<file path="src/rtl/obi_apb_bridge_pkg.sv">
// Shared types and helpers for the OBI-to-APB byte-lane bridge.
package obi_apb_bridge_pkg;

  localparam int LANES = 4;

  typedef enum logic [1:0] {
    IDLE,
    SETUP,
    ACCESS,
    RESP
  } state_e;

  // Isolate the lowest set bit of a lane mask (one-hot result, zero for zero input).
  function automatic logic [LANES-1:0] lowest_lane(input logic [LANES-1:0] mask);
    return mask & (~mask + {{(LANES-1){1'b0}}, 1'b1});
  endfunction

endpackage

</file>
<file path="src/rtl/obi_apb_byte_bridge.sv">
// Single-outstanding OBI-to-APB bridge for byte-wide peripherals. Each enabled
// byte lane becomes its own APB transfer with a one-hot pstrb; read lanes are
// merged into one OBI response. Optional pready timeout.
module obi_apb_byte_bridge
  import obi_apb_bridge_pkg::*;
#(
  parameter bit          BYTE_SPLIT     = 1'b1,
  parameter int unsigned TIMEOUT_CYCLES = 0,
  parameter int unsigned CNT_W          = 8
) (
  input  logic              clk_i,
  input  logic              rst_ni,
  // OBI side
  input  logic              obi_req_i,
  output logic              obi_gnt_o,
  input  logic [31:0]       obi_addr_i,
  input  logic              obi_we_i,
  input  logic [LANES-1:0]  obi_be_i,
  input  logic [31:0]       obi_wdata_i,
  output logic              obi_rvalid_o,
  output logic [31:0]       obi_rdata_o,
  output logic              obi_err_o,
  // APB side
  output logic              psel_o,
  output logic              penable_o,
  output logic              pwrite_o,
  output logic [31:0]       paddr_o,
  output logic [31:0]       pwdata_o,
  output logic [LANES-1:0]  pstrb_o,
  input  logic [31:0]       prdata_i,
  input  logic              pready_i,
  input  logic              pslverr_i
);

  state_e            state_q, state_d;
  logic [31:0]       addr_q;
  logic [31:0]       wdata_q;
  logic [31:0]       rdata_acc_q;
  logic              we_q;
  logic              err_q;
  logic [LANES-1:0]  pend_q;
  logic [LANES-1:0]  lane_cur;
  logic [LANES-1:0]  pend_next;
  logic              accept;
  logic              beat_done;
  logic              timeout_hit;

  // Lane served by the current SETUP/ACCESS pair; pend_q is stable across both phases.
  assign lane_cur  = BYTE_SPLIT ? lowest_lane(pend_q) : pend_q;
  assign pend_next = pend_q & ~lane_cur;
  assign accept    = (state_q == IDLE) && obi_req_i;
  assign beat_done = (state_q == ACCESS) && pready_i;

  // Optional pready watchdog: counts ACCESS wait cycles, restarts on every SETUP.
  if (TIMEOUT_CYCLES > 0) begin : g_timeout
    logic [CNT_W-1:0] cnt_q;

    // Wait-cycle counter.
    always_ff @(posedge clk_i or negedge rst_ni) begin
      if (!rst_ni) begin
        cnt_q <= '0;
      end else if (state_q == SETUP) begin
        cnt_q <= '0;
      end else if ((state_q == ACCESS) && !pready_i) begin
        cnt_q <= cnt_q + CNT_W'(1);
      end
    end

    // Fires on the TIMEOUT_CYCLES-th consecutive wait cycle.
    assign timeout_hit = (state_q == ACCESS) && !pready_i &&
                         (cnt_q == CNT_W'(TIMEOUT_CYCLES - 1));
  end else begin : g_no_timeout
    assign timeout_hit = 1'b0;
  end

  // Next-state logic for the bridge FSM.
  always_comb begin
    // NOTE: default assigned first so every path drives state_d and no latch is inferred.
    state_d = state_q;
    case (state_q)
      IDLE: begin
        if (obi_req_i) state_d = (obi_be_i == '0) ? RESP : SETUP;
      end
      SETUP: state_d = ACCESS;
      ACCESS: begin
        if (pready_i) begin
          state_d = (pslverr_i || (pend_next == '0)) ? RESP : SETUP;
        end else if (timeout_hit) begin
          state_d = RESP;
        end
      end
      RESP:    state_d = IDLE;
      default: state_d = IDLE;
    endcase
  end

  // State register.
  always_ff @(posedge clk_i or negedge rst_ni) begin
    // NOTE: non-blocking assignments so every register samples pre-edge values.
    if (!rst_ni) state_q <= IDLE;
    else         state_q <= state_d;
  end

  // Request capture, lane bookkeeping, read-data merge and error accumulation.
  always_ff @(posedge clk_i or negedge rst_ni) begin
    // NOTE: datapath registers are reset as well, so APB/OBI outputs read 0 straight out of reset.
    if (!rst_ni) begin
      addr_q      <= '0;
      wdata_q     <= '0;
      we_q        <= 1'b0;
      pend_q      <= '0;
      rdata_acc_q <= '0;
      err_q       <= 1'b0;
    end else begin
      if (accept) begin
        addr_q  <= obi_addr_i & ~32'h3;
        wdata_q <= obi_wdata_i;
        we_q    <= obi_we_i;
        pend_q  <= obi_be_i;
      end else if (beat_done) begin
        pend_q <= pend_next;
      end

      if (beat_done && !we_q) begin
        for (int i = 0; i < LANES; i++) begin
          if (lane_cur[i]) rdata_acc_q[8*i +: 8] <= prdata_i[8*i +: 8];
        end
      end

      if ((beat_done && pslverr_i) || timeout_hit) err_q <= 1'b1;

      if (state_q == RESP) begin
        rdata_acc_q <= '0;
        err_q       <= 1'b0;
      end
    end
  end

  // OBI outputs.
  assign obi_gnt_o    = accept;
  assign obi_rvalid_o = (state_q == RESP);
  assign obi_rdata_o  = obi_rvalid_o ? rdata_acc_q : '0;
  assign obi_err_o    = obi_rvalid_o & err_q;

  // APB outputs; address/data/strobe are only presented while selected.
  assign psel_o    = (state_q == SETUP) || (state_q == ACCESS);
  assign penable_o = (state_q == ACCESS);
  assign pwrite_o  = psel_o & we_q;
  assign paddr_o   = psel_o ? addr_q  : '0;
  assign pwdata_o  = psel_o ? wdata_q : '0;
  assign pstrb_o   = psel_o ? lane_cur : '0;

endmodule

</file>
<file path="config.mk">
export PLATFORM = sky130hd
export DESIGN_NAME = obi_apb_byte_bridge
export DESIGN_NICKNAME = d
export VERILOG_FILES = /design/src/rtl/obi_apb_bridge_pkg.sv /design/src/rtl/obi_apb_byte_bridge.sv
export SDC_FILE = /design/constraint.sdc
export NUM_CORES = 1
export LEC_CHECK = 0
export ABC_AREA = 1
export BUFFER_PORTS_ARGS = -buffer_cell sky130_fd_sc_hd__buf_2
export CAP_MARGIN = 10
export CELL_PAD_IN_SITES_DETAIL_PLACEMENT = 1
export CELL_PAD_IN_SITES_GLOBAL_PLACEMENT = 2
export CORE_MARGIN = 2
export CORE_UTILIZATION = 25
export DETAILED_ROUTE_END_ITERATION = 10
export PLACE_DENSITY_LB_ADDON = 0.1
export SYNTH_ARGS = -nofsm -noshare
export SYNTH_HDL_FRONTEND = slang
export SYNTH_SLANG_ARGS = --single-unit
</file>
<file path="constraint.sdc">
create_clock -name clk_i -period 1.74 [get_ports clk_i]
set_clock_uncertainty 0.1 [all_clocks]
set_input_delay 0.174 -clock clk_i [delete_from_list [all_inputs] [get_ports clk_i]]
set_output_delay 0.174 -clock clk_i [all_outputs]
set_load 0.02 [all_outputs]
</file>
==> results of run 1 <==
## registers in the layout (all words and copies together) (netlist names)
name	flops
rdata_acc_q	32
wdata_q	32
addr_q	30
pend_q	4
state_q	2
err_q	1
we_q	1
## tightest hold or removal path, delay by kind of cell
kind                   cells  cell delay (ns)
buffers and inverters      1             0.09
AOI/OAI and AO/OA          2             0.21
## kinds of logic after synthesis
group / count (synthesis)
compound gates: 45
fa+ha+maj: 4
other cells: 1
buf+inv: 175
flops: 102
simple gates: 354
## synth_stat cells, drive strengths merged
library cell / count / share of area (%)
buf: 13 / 1.7
clkbuf: 19 / 1.4
o21ai: 40 / 4.8
nor2: 12 / 1.3
o22ai: 2 / 0.25
dfrtp: 102 / 51
o211ai: 2 / 0.30
inv: 143 / 11
nand2: 306 / 23
nor3: 2 / 0.20
nand3: 34 / 3.8
o21a: 1 / 0.15
conb: 1 / 0.075
ha: 4 / 1.0
## worst min path at each step
stage                     depth (start not counted)                           to  slack [ns]
after floorplan                                   0       addr_q[10]$_DFFE_PN0P_       -0.22
after global placement                            1  rdata_acc_q[30]$_DFFE_PN0P_        0.03
after detailed placement                          1  rdata_acc_q[27]$_DFFE_PN0P_        0.03
after CTS                                         3        pend_q[2]$_DFFE_PN0P_        0.07
after global routing                              3        pend_q[2]$_DFFE_PN0P_        0.10
final                                             3        pend_q[2]$_DFFE_PN0P_        0.08
## area by class of cell
class	count	share of cell area [%]
timing repair buffer	347	35.0
tap	265	3.70
sequential	102	28.5
inverter	143	6.20
clock buffer	11	2.60
multi-input combinational	405	23.2
clock inverter	4	0.809
## stage by stage
| step | total power (W) | TNS [ns] | instance area [um^2] |
|---|---|---|---|
| after floorplan | 0.00814 | 0 | 5030 |
| after global placement | 0.0106 | 0 | 6530 |
| after detailed placement | 0.0108 | 0 | 6530 |
| after CTS | 0.0160 | -13.04 | 8640 |
| after global routing | 0.0181 | -21.34 | 8960 |
| final | 0.0169 | -13.53 | 8960 |
## repair_timing
action,CTS,global route
resized for setup,201,104
setup buffers,8,6
hold buffers,99,0
cloned,6,2
pin swaps,4,2
endpoints found under the setup margin,104,138
hold endpoints to repair,122,0
## layer usage
layer	global-route usage [%]	share of wire, %	routed length, um	vias up
li1	-	-	-	2630
met1	20.2	40	7450	2584
met2	32.5	53	9670	131
met3	4.42	5.5	1010	22
met4	5.20	1.4	263	4
met5	0	0.13	24	-
## where the power goes
part | leakage, nW | internal (W) | switching (W)
logic | 3.79 | 0.00501 | 0.00562
registers | 1.30 | 0.00339 | 0.000758
clock network | 0.146 | 0.00125 | 0.000913
==> run_results.csv, run 1 <==
group,metric,value,unit
status,outcome,"finished, violations left",
status,violations,"setup timing",
layout,antenna_cells,0,
synth,yosysWarnings,0,
synth,synth-seq-area-share,51.1,%
synth,synthCells,681,
power,ir_worst_vdd,1.40,mV
setup_path,cp_num_buf_inv,4,
sta,holdWs,0.0781,ns
clock_network,htree_levels,3,
clock_network,cts_root_buffer,"clkbuf_16",
synth,synth_fa_ha_area_share,1.00,%
clock_network,cts.sinks,102,
synth,synthDistinctLibCells,24,
clock_network,cts_buffers,9,
clock_network,clockBufferDepth,2,
global_routing,antenna_found_initial,2,
layout,nets,1118,
setup_path,cp_cell_sequence,"buf_4 > ha_4 > bufbuf_16 > nand2_1 > inv_1 > buf_4",
sta,fmax,0.521,GHz
layout,final-seq-area,0.00255,mm^2
placement,place_inst,1142,
die,initial_core_util,25.6,%
detailed_routing,drt_drc_violations_left,0,
sta,setup_viol,106,
synth,syn-cell-area,0.00500,mm^2
clock_network,clk_pin_slew_worst_paths,0.07,ns
synth,synth_top_family_by_area,"simple AND/OR/NAND/NOR gates",
synth,synth-simple-area-share,28.5,%
sta,rsz0062_at_grt,"true",
setup_path,critPathSlowestCell,"dfrtp_1",
min_path,hp-start,"obi_be_i[2]",
sta,finalHoldViolations,0,
sta,setup_slack,-0.180,ns
die,die_h,145,um
setup_path,path_class,"flop to primary output",
die,rows,51,
detailed_routing,ant_nets,0,
setup_path,crit_cells,6,
layout,final_cell_mix,"nand2_1, buf_2, dfrtp_1",
global_routing,grt.total_usage,17.7,%
synth,synth-xor-area-share,0,%
layout,multi_input_area,0.00208,mm^2
layout,stdcell_count,1277,
global_routing,grt_pass1_wl,30.2,mm
detailed_routing,totalWireLength,18.4,mm
placement,finalWeightedCongestion,0.723,
detailed_routing,vias_per_cell,4.21,
detailed_routing,vias,5371,
setup_path,r2r_setup_slack,-0.01,ns
sta,period_minus_slack,1.92,ns
die,io_pins,212,
global_routing,grt_max_degree,52,
sta,slew_viol_final,0,
clock_network,tritoncts,"yes",
die,core,0.0195,mm^2
layout,final_common_cell,"nand2_1",
setup_path,critical_path.max_fanout,17,
synth,synth_seq_cells,102,
synth,muxShareOfSynthArea,0,%
synth,synth_compound_area_share,5.53,%
global_routing,grt_overflow,0,
min_path,min_path_type,"primary input to flop",
clock_network,worst_skew_pair.late_latency,0.35,ns
setup_path,critPathTopFamily,"buffers and inverters",
detailed_routing,drtIter0Drc,119,
placement,dp_hpwl,11.6,mm
layout,nFillCells,2360,
setup_path,worst_setup_path_endpoint,"obi_rdata_o[24]",
setup_path,reg2reg_to,"rdata_acc_q[16]$_DFFE_PN0P_",
sta,finalCritPeriodShare,110,%
setup_path,cp-startpoint,"state_q[1]$_DFFE_PN0P_",
setup_path,reg2regPathDepth,10,
die,die_area,0.0211,mm^2
power,power_density,1890,mW/mm^2
setup_path,cp-end-kind,"primary output",
global_routing,grt_pass1_vias,6021,
placement,post-place-ws,0.0148,ns
layout,syn2layout_area_growth,79.3,%
setup_path,path_common_cell,"buf_4",
die,die_width,145,um
layout,drive_gt1_share,38.0,%
placement,port-buffer-count,207,
layout,postLayoutCoreUtil,45.9,%
synth,avgSynthCellArea,7.34,um^2
setup_path,cpPeakStageDelay,0.41,ns
setup_path,rr_startpoint,"state_q[0]$_DFFE_PN0P_",
setup_path,crit_arrival,1.65,ns
setup_path,required,1.47,ns
detailed_routing,drt_pass1_iterations,5,
detailed_routing,wl_per_cell,14.4,um
power,p_leak,5.23,nW
run,maxCapViolCount,0,
setup_path,crit_path_start_kind,"flop",
Power figures use the tool's default switching activity.
==> inputs of run 2 (changes only) <==
--- a/config.mk
+++ b/config.mk
@@ -13,6 +13,7 @@
 export CORE_MARGIN = 2
 export CORE_UTILIZATION = 25
 export DETAILED_ROUTE_END_ITERATION = 10
+export HOLD_SLACK_MARGIN = 0.15
 export PLACE_DENSITY_LB_ADDON = 0.1
 export SYNTH_ARGS = -nofsm -noshare
 export SYNTH_HDL_FRONTEND = slang
==> run 2 against run 1 <==
  * Count of clock-buffer cells in the layout stayed put
  * Cell count grew 0.23%
  * Critical endpoint unchanged
  * Die area is the same
  * Clock power about the same
  * Fmax is 0.10% higher
  * The flow still finishes with violations (setup timing)
  * Non-clock buffer count rose by 3
  * Power is 2.5% lower
==> run_results.csv, run 2 (same netlist as run 1, synthesis figures left out) <==
group,metric,value,unit
die,die_h,145,um
global_routing,antenna_found_initial,0,
global_routing,grt_overflow,0,
sta,fmax,0.521,GHz
detailed_routing,vias_per_cell,4.20,
placement,port-buffer-count,207,
global_routing,grt_max_degree,52,
placement,finalWeightedCongestion,0.723,
status,outcome,"finished, violations left",
detailed_routing,vias,5379,
power,power_density,1860,mW/mm^2
detailed_routing,wl_per_cell,14.3,um
setup_path,crit_path_start_kind,"flop",
sta,rsz0062_at_grt,"true",
detailed_routing,drtIter0Drc,126,
sta,period_minus_slack,1.92,ns
die,core,0.0195,mm^2
layout,syn2layout_area_growth,78.0,%
clock_network,tritoncts,"yes",
die,die_area,0.0211,mm^2
layout,nFillCells,2378,
global_routing,grt_pass1_wl,30.4,mm
status,violations,"setup timing",
layout,postLayoutCoreUtil,45.6,%
min_path,min_path_type,"primary input to async pin",
detailed_routing,drt_drc_violations_left,0,
sta,holdWs,0.194,ns
setup_path,critical_path.max_fanout,17,
placement,dp_hpwl,11.6,mm
clock_network,cts_buffers,9,
clock_network,cts.sinks,102,
sta,setup_viol,106,
detailed_routing,drt_pass1_iterations,5,
setup_path,path_class,"flop to primary output",
clock_network,clk_pin_slew_worst_paths,0.07,ns
sta,finalCritPeriodShare,110,%
layout,antenna_cells,0,
global_routing,grt_pass1_vias,6070,
layout,nets,1121,
layout,reg_top3,"rdata_acc_q (32), wdata_q (32), addr_q (30)",
clock_network,htree_levels,3,
layout,final_cell_mix,"nand2_1, buf_2, dlygate4sd3_1",
setup_path,crit_arrival,1.64,ns
setup_path,cp-end-kind,"primary output",
clock_network,cts_root_buffer,"clkbuf_16",
detailed_routing,ant_nets,0,
run,maxCapViolCount,0,
die,io_pins,212,
die,rows,51,
sta,slew_viol_final,0,
power,p_leak,5.18,nW
die,die_width,145,um
sta,finalHoldViolations,0,
layout,drive_gt1_share,36.4,%
layout,final_common_cell,"nand2_1",
setup_path,required,1.47,ns
sta,setup_slack,-0.178,ns
detailed_routing,totalWireLength,18.2,mm
clock_network,clockBufferDepth,2,
clock_network,worst_skew_pair.late_latency,0.35,ns
global_routing,grt.total_usage,17.7,%
power,ir_worst_vdd,1.51,mV
die,initial_core_util,25.6,%
run 2: changes by cell type in the layout (fill, tap and decap cells not counted), sizes merged:
cell and change:
clkbuf -1, dlygate4sd3 +4
run 2: cell type report:
class / instances / area [um^2] / share of cell area, %
tap: 265 / 332 / 3.73
inverter: 143 / 553 / 6.22
multi-input combinational: 405 / 2000 / 22.5
sequential: 102 / 2550 / 28.7
timing repair buffer: 350 / 3150 / 35.4
clock inverter: 4 / 72.6 / 0.816
clock buffer: 11 / 233 / 2.62
run 2: timing repair:
item	CTS	global route
pin swaps	4	2
gates cloned	6	1
endpoints found under the hold margin	204	0
hold buffers	103	0
gates resized for setup	201	76
setup endpoints to repair	104	138
setup buffers	8	6
run 2: path summary, 6_finish.rpt:
kind | startpoint | to | slack [ns] | depth (start not counted)
max | state_q[1]$_DFFE_PN0P_ | obi_rdata_o[24] | -0.18 | 6
min | rst_ni | rdata_acc_q[27]$_DFFE_PN0P_ | 0.19 | 2
max reg2reg | state_q[0]$_DFFE_PN0P_ | rdata_acc_q[16]$_DFFE_PN0P_ | -0.01 | 10
min reg2reg | wdata_q[2]$_DFFE_PN0P_ | wdata_q[2]$_DFFE_PN0P_ | 0.39 | 2
max in group asynchronous | rst_ni | rdata_acc_q[21]$_DFFE_PN0P_ | 0.77 | 3
min in group clk_i | wdata_q[2]$_DFFE_PN0P_ | wdata_q[2]$_DFFE_PN0P_ | 0.39 | 2
run 2: critical path: stages (launching register included):
cell,delay (ns)
dfrtp_1,0.41
buf_4,0.17
ha_4,0.18
bufbuf_16,0.29
nand2_1,0.06
inv_1,0.04
buf_4,0.15
run 2: metal layers:
| metal | share of wire, % | up-vias | track usage [%] |
|---|---|---|---|
| met5 | 0 | - | 0 |
| met1 | 41 | 2591 | 20.3 |
| met4 | 1.4 | 0 | 5.20 |
| met2 | 52 | 136 | 32.9 |
| li1 | - | 2634 | - |
| met3 | 5.8 | 18 | 4.14 |
run 2: per-stage QoR:
stage	setup TNS, ns	instances	worst slack (ns)	instance area, um^2	total power [W]
2_1_floorplan	0	682	0.0218	5030	0.00814
3_3_place_gp	0	1142	0.0812	6530	0.0106
3_5_place_dp	0	1142	0.0148	6530	0.0108
4_1_cts	-13.04	1273	-0.175	8680	0.0160
5_1_grt	-21.06	1280	-0.238	8900	0.0177
6_report	-12.83	1280	-0.178	8900	0.0165
run 2: power breakdown:
part           switching, W  internal, W  total (W)
clock              0.000911      0.00125    0.00216
sequential         0.000702      0.00339    0.00409
combinational       0.00544      0.00482     0.0103
total               0.00706      0.00946     0.0165
